==> src/rtl/dmem_arb_pkg.sv <==
// Shared definitions for the dmem arbiter: FSM encoding, port ids, default widths
// and the read-return tag carried through the read pipeline.
package dmem_arb_pkg;

  localparam int DEF_ADDR_W = 12;
  localparam int DEF_DATA_W = 32;

  localparam logic [1:0] IDLE = 2'd0;
  localparam logic [1:0] OWN0 = 2'd1;
  localparam logic [1:0] OWN1 = 2'd2;

  localparam logic PORT_CPU = 1'b0;
  localparam logic PORT_AUX = 1'b1;

  typedef struct packed {
    logic valid;
    logic port;
  } rd_tag_t;

  function automatic logic [3:0] burst_inc(input logic [3:0] cnt);
    return (cnt == 4'hF) ? cnt : cnt + 4'd1;
  endfunction

endpackage

==> src/rtl/dmem_arb_rdpipe.sv <==
// Read-return tag pipeline: carries {valid, port} of each granted read for
// DEPTH cycles so the data coming out of dmem is steered to the right port.
module dmem_arb_rdpipe
  import dmem_arb_pkg::*;
#(
  parameter int DEPTH = 1
) (
  input  logic clock,
  input  logic reset,
  input  logic push_valid,
  input  logic push_port,
  output logic pop_valid,
  output logic pop_port
);

  rd_tag_t stage [DEPTH];

  // NOTE: every stage is reset, not just the valid bit, so a reset mid-flight
  // drops outstanding reads instead of letting them emerge after release.
  always_ff @(posedge clock or negedge reset) begin
    if (!reset) begin
      for (int i = 0; i < DEPTH; i++) stage[i] <= '0;
    end else begin
      stage[0] <= '{valid: push_valid, port: push_port};
      for (int i = 1; i < DEPTH; i++) stage[i] <= stage[i-1];
    end
  end

  assign pop_valid = stage[DEPTH-1].valid;
  assign pop_port  = stage[DEPTH-1].port;

endmodule

==> src/rtl/dmem_arbiter.sv <==
// Two-port arbiter in front of the single-port dmem syncram: sticky ownership
// with a burst cap, fixed-latency read return. Define DMEM_ARB_WRITE_PROTECT_EN
// to block port 1 writes below PROT_LIMIT and report them on p1_err.
module dmem_arbiter
  import dmem_arb_pkg::*;
#(
  parameter int ADDR_W    = DEF_ADDR_W,
  parameter int DATA_W    = DEF_DATA_W,
  parameter int RD_LAT    = 1,
  parameter int MAX_BURST = 4,
  parameter logic [ADDR_W-1:0] PROT_LIMIT = 'h100
) (
  input  logic              clock,
  input  logic              reset,
  input  logic              p0_req,
  input  logic              p0_wren,
  input  logic [ADDR_W-1:0] p0_addr,
  input  logic [DATA_W-1:0] p0_data,
  output logic              p0_gnt,
  output logic              p0_rvalid,
  output logic [DATA_W-1:0] p0_q,
  input  logic              p1_req,
  input  logic              p1_wren,
  input  logic [ADDR_W-1:0] p1_addr,
  input  logic [DATA_W-1:0] p1_data,
  output logic              p1_gnt,
  output logic              p1_rvalid,
  output logic [DATA_W-1:0] p1_q,
`ifdef DMEM_ARB_WRITE_PROTECT_EN
  output logic              p1_err,
`endif
  output logic [ADDR_W-1:0] dmem_address,
  output logic [DATA_W-1:0] dmem_data,
  output logic              dmem_wren,
  input  logic [DATA_W-1:0] dmem_q
);

  localparam logic [3:0] BURST_CAP = MAX_BURST[3:0];

  logic [1:0] state, state_nx;
  logic [3:0] burst_cnt, burst_nx;
  logic       gnt0, gnt1;
  logic       p1_blocked;
  logic       pop_valid, pop_port;

  // NOTE: every output of this block is defaulted first, so no path leaves a
  // variable unassigned and no latch is inferred.
  always_comb begin
    gnt0 = 1'b0;
    gnt1 = 1'b0;
    case (state)
      OWN0: begin
        if (p0_req && (!p1_req || burst_cnt < BURST_CAP)) gnt0 = 1'b1;
        else if (p1_req)                                   gnt1 = 1'b1;
      end
      OWN1: begin
        if (p1_req && (!p0_req || burst_cnt < BURST_CAP)) gnt1 = 1'b1;
        else if (p0_req)                                   gnt0 = 1'b1;
      end
      default: begin
        if (p0_req)      gnt0 = 1'b1;
        else if (p1_req) gnt1 = 1'b1;
      end
    endcase
    // Grants are combinational, so they must be masked while reset is held.
    if (!reset) begin
      gnt0 = 1'b0;
      gnt1 = 1'b0;
    end
  end

  always_comb begin
    state_nx = IDLE;
    burst_nx = 4'd0;
    if (gnt0) begin
      state_nx = OWN0;
      burst_nx = (state == OWN0) ? burst_inc(burst_cnt) : 4'd1;
    end else if (gnt1) begin
      state_nx = OWN1;
      burst_nx = (state == OWN1) ? burst_inc(burst_cnt) : 4'd1;
    end
  end

  // NOTE: sequential state uses non-blocking assignments so every register
  // samples the pre-edge values regardless of block ordering.
  always_ff @(posedge clock or negedge reset) begin
    if (!reset) begin
      state     <= IDLE;
      burst_cnt <= 4'd0;
    end else begin
      state     <= state_nx;
      burst_cnt <= burst_nx;
    end
  end

`ifdef DMEM_ARB_WRITE_PROTECT_EN
  assign p1_blocked = p1_wren && (p1_addr < PROT_LIMIT);

  always_ff @(posedge clock or negedge reset) begin
    if (!reset) p1_err <= 1'b0;
    else        p1_err <= gnt1 && p1_blocked;
  end
`else
  assign p1_blocked = 1'b0;
`endif

  always_comb begin
    dmem_address = '0;
    dmem_data    = '0;
    dmem_wren    = 1'b0;
    if (gnt0) begin
      dmem_address = p0_addr;
      dmem_data    = p0_data;
      dmem_wren    = p0_wren;
    end else if (gnt1) begin
      dmem_address = p1_addr;
      dmem_data    = p1_data;
      dmem_wren    = p1_wren && !p1_blocked;
    end
  end

  assign p0_gnt = gnt0;
  assign p1_gnt = gnt1;

  dmem_arb_rdpipe #(
    .DEPTH(RD_LAT)
  ) u_rdpipe (
    .clock     (clock),
    .reset     (reset),
    .push_valid((gnt0 && !p0_wren) || (gnt1 && !p1_wren)),
    .push_port (gnt1 ? PORT_AUX : PORT_CPU),
    .pop_valid (pop_valid),
    .pop_port  (pop_port)
  );

  assign p0_rvalid = pop_valid && (pop_port == PORT_CPU);
  assign p1_rvalid = pop_valid && (pop_port == PORT_AUX);

  // Read data is not muxed; rvalid alone tells each requester when to take it.
  assign p0_q = dmem_q;
  assign p1_q = dmem_q;

endmodule

==> config.mk <==
export PLATFORM = sky130hd
export DESIGN_NAME = dmem_arbiter
export DESIGN_NICKNAME = d
export VERILOG_FILES = /design/src/rtl/dmem_arb_pkg.sv /design/src/rtl/dmem_arb_rdpipe.sv /design/src/rtl/dmem_arbiter.sv
export SDC_FILE = /design/constraint.sdc
export NUM_CORES = 1
export LEC_CHECK = 0
export CAP_MARGIN = 40
export CORE_AREA = 2 2 94 96
export DETAILED_ROUTE_END_ITERATION = 8
export DIE_AREA = 0 0 96 98
export PLACE_DENSITY_LB_ADDON = 0.1
export SKIP_CTS_REPAIR_TIMING = 1
export SYNTH_ARGS = -nofsm -noshare
export SYNTH_HDL_FRONTEND = slang
export SYNTH_SLANG_ARGS = --single-unit
==> constraint.sdc <==
create_clock -name clock -period 7.1 [get_ports clock]
set_clock_uncertainty 0.2 [all_clocks]
set_input_delay 1.42 -clock clock [delete_from_list [all_inputs] [get_ports clock]]
set_output_delay 1.42 -clock clock [all_outputs]
set_load 0.01 [all_outputs]
==> results.md <==
* Syn Std Cell Area at around 1500 sq um
* Diodes inserted at 0
* Delay of the slowest cell on the worst path at 0.60 ns
* Yosys warning total at 0
* Avg Synthesized Cell Area at approximately 8.6 sq um
* Power density over the cells at 144 nW/um^2
* Kind of start point of the critical path: input port
* Worst hold path type: reg2reg
* Area added between synthesis and finish at 71.9%
* I/O Buffers at roughly 140
* Number of synthesized flops with an enable pin at 0
* Synth Register Bits at 8
* Wire length of the first global-routing pass at between 8 and 9 mm
* Max-capacitance violation count at 0
* Max Transition Viols Final at 0
* Hold wc startpoint: burst_cnt[3]
* Top cell type's share of synthesized area at 0.347
* Cell-by-cell listing of the critical path: clkdlybuf4s50_1 > o211ai_1 > a31oi_1 > or2_2 > nor2_8 > a22o_1 > clkdlybuf4s50_1
* Critical path class: in2out
* Critical-path cell with the highest stage delay: sky130_fd_sc_hd__nor2_8
* Worst reg2reg path depth at 6
* Vias at roughly 1,500
* Number of detailed-route iterations in the first pass at 4
* Distinct cell type count of the synthesized netlist at 27
* Pin count of the biggest net entering global routing at between 40 and 50
* Clock tree from TritonCTS: yes
* FF-to-FF End: state[1]
* Synth Net Count at approximately 300
* Detailed-route wire length at a little under 6 mm
* CTS Buffer Depth at 2
* Effective utilization at floorplan at 0.171
* Drt first-iter violations at a little under 50
* Rows at 34
* Startpoint of the worst register-to-register path: state[0]
* Async set-or-reset flop fraction in the synthesized netlist at 1.00
* Top-level port count at approximately 240
* Static Leak at between 0.9 and 1 nW
* Result of the run: completed
* Via count of the first global-routing pass at 1,483
* Cell with the most instances after synthesis: sky130_fd_sc_hd__buf_4
* Instance count of the mapped netlist at approximately 170
* Post-layout nets at ~370
* Avg Vias per Cell at approximately 4.2
* Sequential share of the synthesized area at 0.138
* Floorplan die area at about 9400 sq um
* Setup_tns at 0 ns
* Sum of buffers and inverters on the critical path at 2
* Max frequency at 0.174 GHz
* Slew margin rel. at 0.558
* Max H-tree Level at 1
* Die height at between 90 and 100 um
* Placer congestion estimate at approximately 0.76
* Final hold viol count at 0
* Initial antenna violation count at 0
* Clock transition time at the flip-flop clock pins of the worst setup and hold paths at roughly 0.040 ns
* Min-Delay Endpoint: burst_cnt[3]
* # DRC at 0
* Layout cell share with drive strength beyond 1 at 0.0372
* Synth cell count leaders: 67 x sky130_fd_sc_hd__buf_4, 45 x sky130_fd_sc_hd__a22o_1, 8 x sky130_fd_sc_hd__dfrtp_1
* TritonCTS Buffers at 3
* Gate family responsible for the most delay along the worst path: simple AND/OR/NAND/NOR gates
* Cell type with the highest aggregate area in the netlist: sky130_fd_sc_hd__buf_4
* Clock period minus final worst setup slack at around 5.7 ns
* Largest fanout on the critical path at 46
* Residual overflow from global routing at 0
* Antenna violation net count after detailed routing at 0
* IR Drop Worst-Case VDD at around 49 uV
* Detailed-placement wirelength estimate at 4.90 mm
* Master cell of the clock root buffer: sky130_fd_sc_hd__clkbuf_8
* Signal arrival time at the worst endpoint at 4.12 ns
* Post-detailed-route wirelength per cell at between 15 and 20 um
* Most used DFF post-synth: sky130_fd_sc_hd__dfrtp_1
* Endpoint required time on the critical path at 5.48 ns
* Cell mode on critical path: sky130_fd_sc_hd__clkdlybuf4s50_1
* Worst setup EP type: output pin
* Worst Hold Depth at 1
* Chip Width at about 96 um
* Tot Pwr at 0.360 mW
* Top area cells in the synthesized netlist: sky130_fd_sc_hd__buf_4 35%, sky130_fd_sc_hd__a22o_1 27%, sky130_fd_sc_hd__dfrtp_1 14%
* Worst-Skew Late Latency at approximately 0.23 ns
* Core ar. at about 8500 sq um
* Setup repair after global routing missed its margin: false
* Overall global routing resource usage at 0.114
* Period utilisation layout at 0.809
* Reg2Reg Setup Slack at 4.54 ns
* Clock sink total at 8
* Worst Tran Pin Value at around 0.66 ns
* Final number of setup-violating endpoints at 0
## metrics by stage
step           utilization  area, sq um  setup WS, ns  cells  hold slack (ns)
6_report             0.295         2490          1.36    350            0.354
3_3_place_gp         0.290         2450          1.31    347            0.365
3_5_place_dp         0.290         2450          1.30    347            0.353
4_1_cts              0.295         2490          1.28    350            0.362
2_1_floorplan            -         1450          3.02    169            0.304
5_1_grt              0.295         2490          1.15    350            0.398
## sequential cells by signal (all words and copies together) (netlist names)
register	count
u_rdpipe.pop_valid	1
burst_cnt	4
u_rdpipe.pop_port	1
state	2
## power breakdown
group          switching (mW)  leakage, nW  total [mW]  internal, mW
clock                  0.0176       0.0216      0.0543        0.0367
sequential            0.00403        0.107      0.0551        0.0511
combinational          0.0989        0.833       0.250         0.151
## cell families after synthesis
group	after synthesis	share of synthesized area
AOI/OAI and AO/OA	59	0.350
xor gates and xnor gates	1	0.00604
adders and majority gates	3	0.0259
buffers and inverters	81	0.410
DFF	8	0.138
muxes	1	0.00690
and+or+nand+nor	16	0.0629
## layout by cell type, fill, tap and decap left out, types with 2 or more instances in the layout
| cell | Yosys | final |
|---|---|---|
| sky130_fd_sc_hd__buf_4 | 67 | 2 |
| sky130_fd_sc_hd__nand2_1 | 2 | 2 |
| sky130_fd_sc_hd__a31oi_1 | 2 | 2 |
| sky130_fd_sc_hd__a21oi_1 | 2 | 2 |
| sky130_fd_sc_hd__nand3_1 | 3 | 3 |
| sky130_fd_sc_hd__inv_1 | 7 | 7 |
| sky130_fd_sc_hd__dfrtp_1 | 8 | 8 |
| sky130_fd_sc_hd__o21ai_0 | 3 | 3 |
| sky130_fd_sc_hd__a22o_1 | 45 | 45 |
| sky130_fd_sc_hd__clkbuf_8 | 0 | 3 |
| sky130_fd_sc_hd__ha_1 | 3 | 3 |
| sky130_fd_sc_hd__nor2_1 | 5 | 5 |
| sky130_fd_sc_hd__clkdlybuf4s50_1 | 0 | 142 |
## worst max-delay path by stage
| stage | start | endpoint | slack, ns | depth (start not counted) |
|---|---|---|---|---|
| after floorplan | reset | dmem_address[0] | 3.02 | 7 |
| after global placement | reset | dmem_address[4] | 1.31 | 7 |
| after detailed placement | reset | dmem_address[4] | 1.30 | 7 |
| after CTS | reset | dmem_address[4] | 1.28 | 7 |
| after global routing | reset | dmem_address[4] | 1.15 | 7 |
| final | reset | dmem_address[4] | 1.36 | 7 |
## area by class of cell
class,instances,area (sq um)
flip-flops and latches,8,200
repair buffers,144,1440
multi-input cells,80,656
well taps,108,135
fillers,889,5970
clock buffers,3,41.3
inverters,7,26.3
## metal layers
metal / share of wire / GRT usage
met1: 0.34 / 0.115
met2: 0.51 / 0.213
met3: 0.12 / 0.0378
met4: 0.030 / 0.0407
met5: 0 / 0
(Power assumes the default switching activity.)
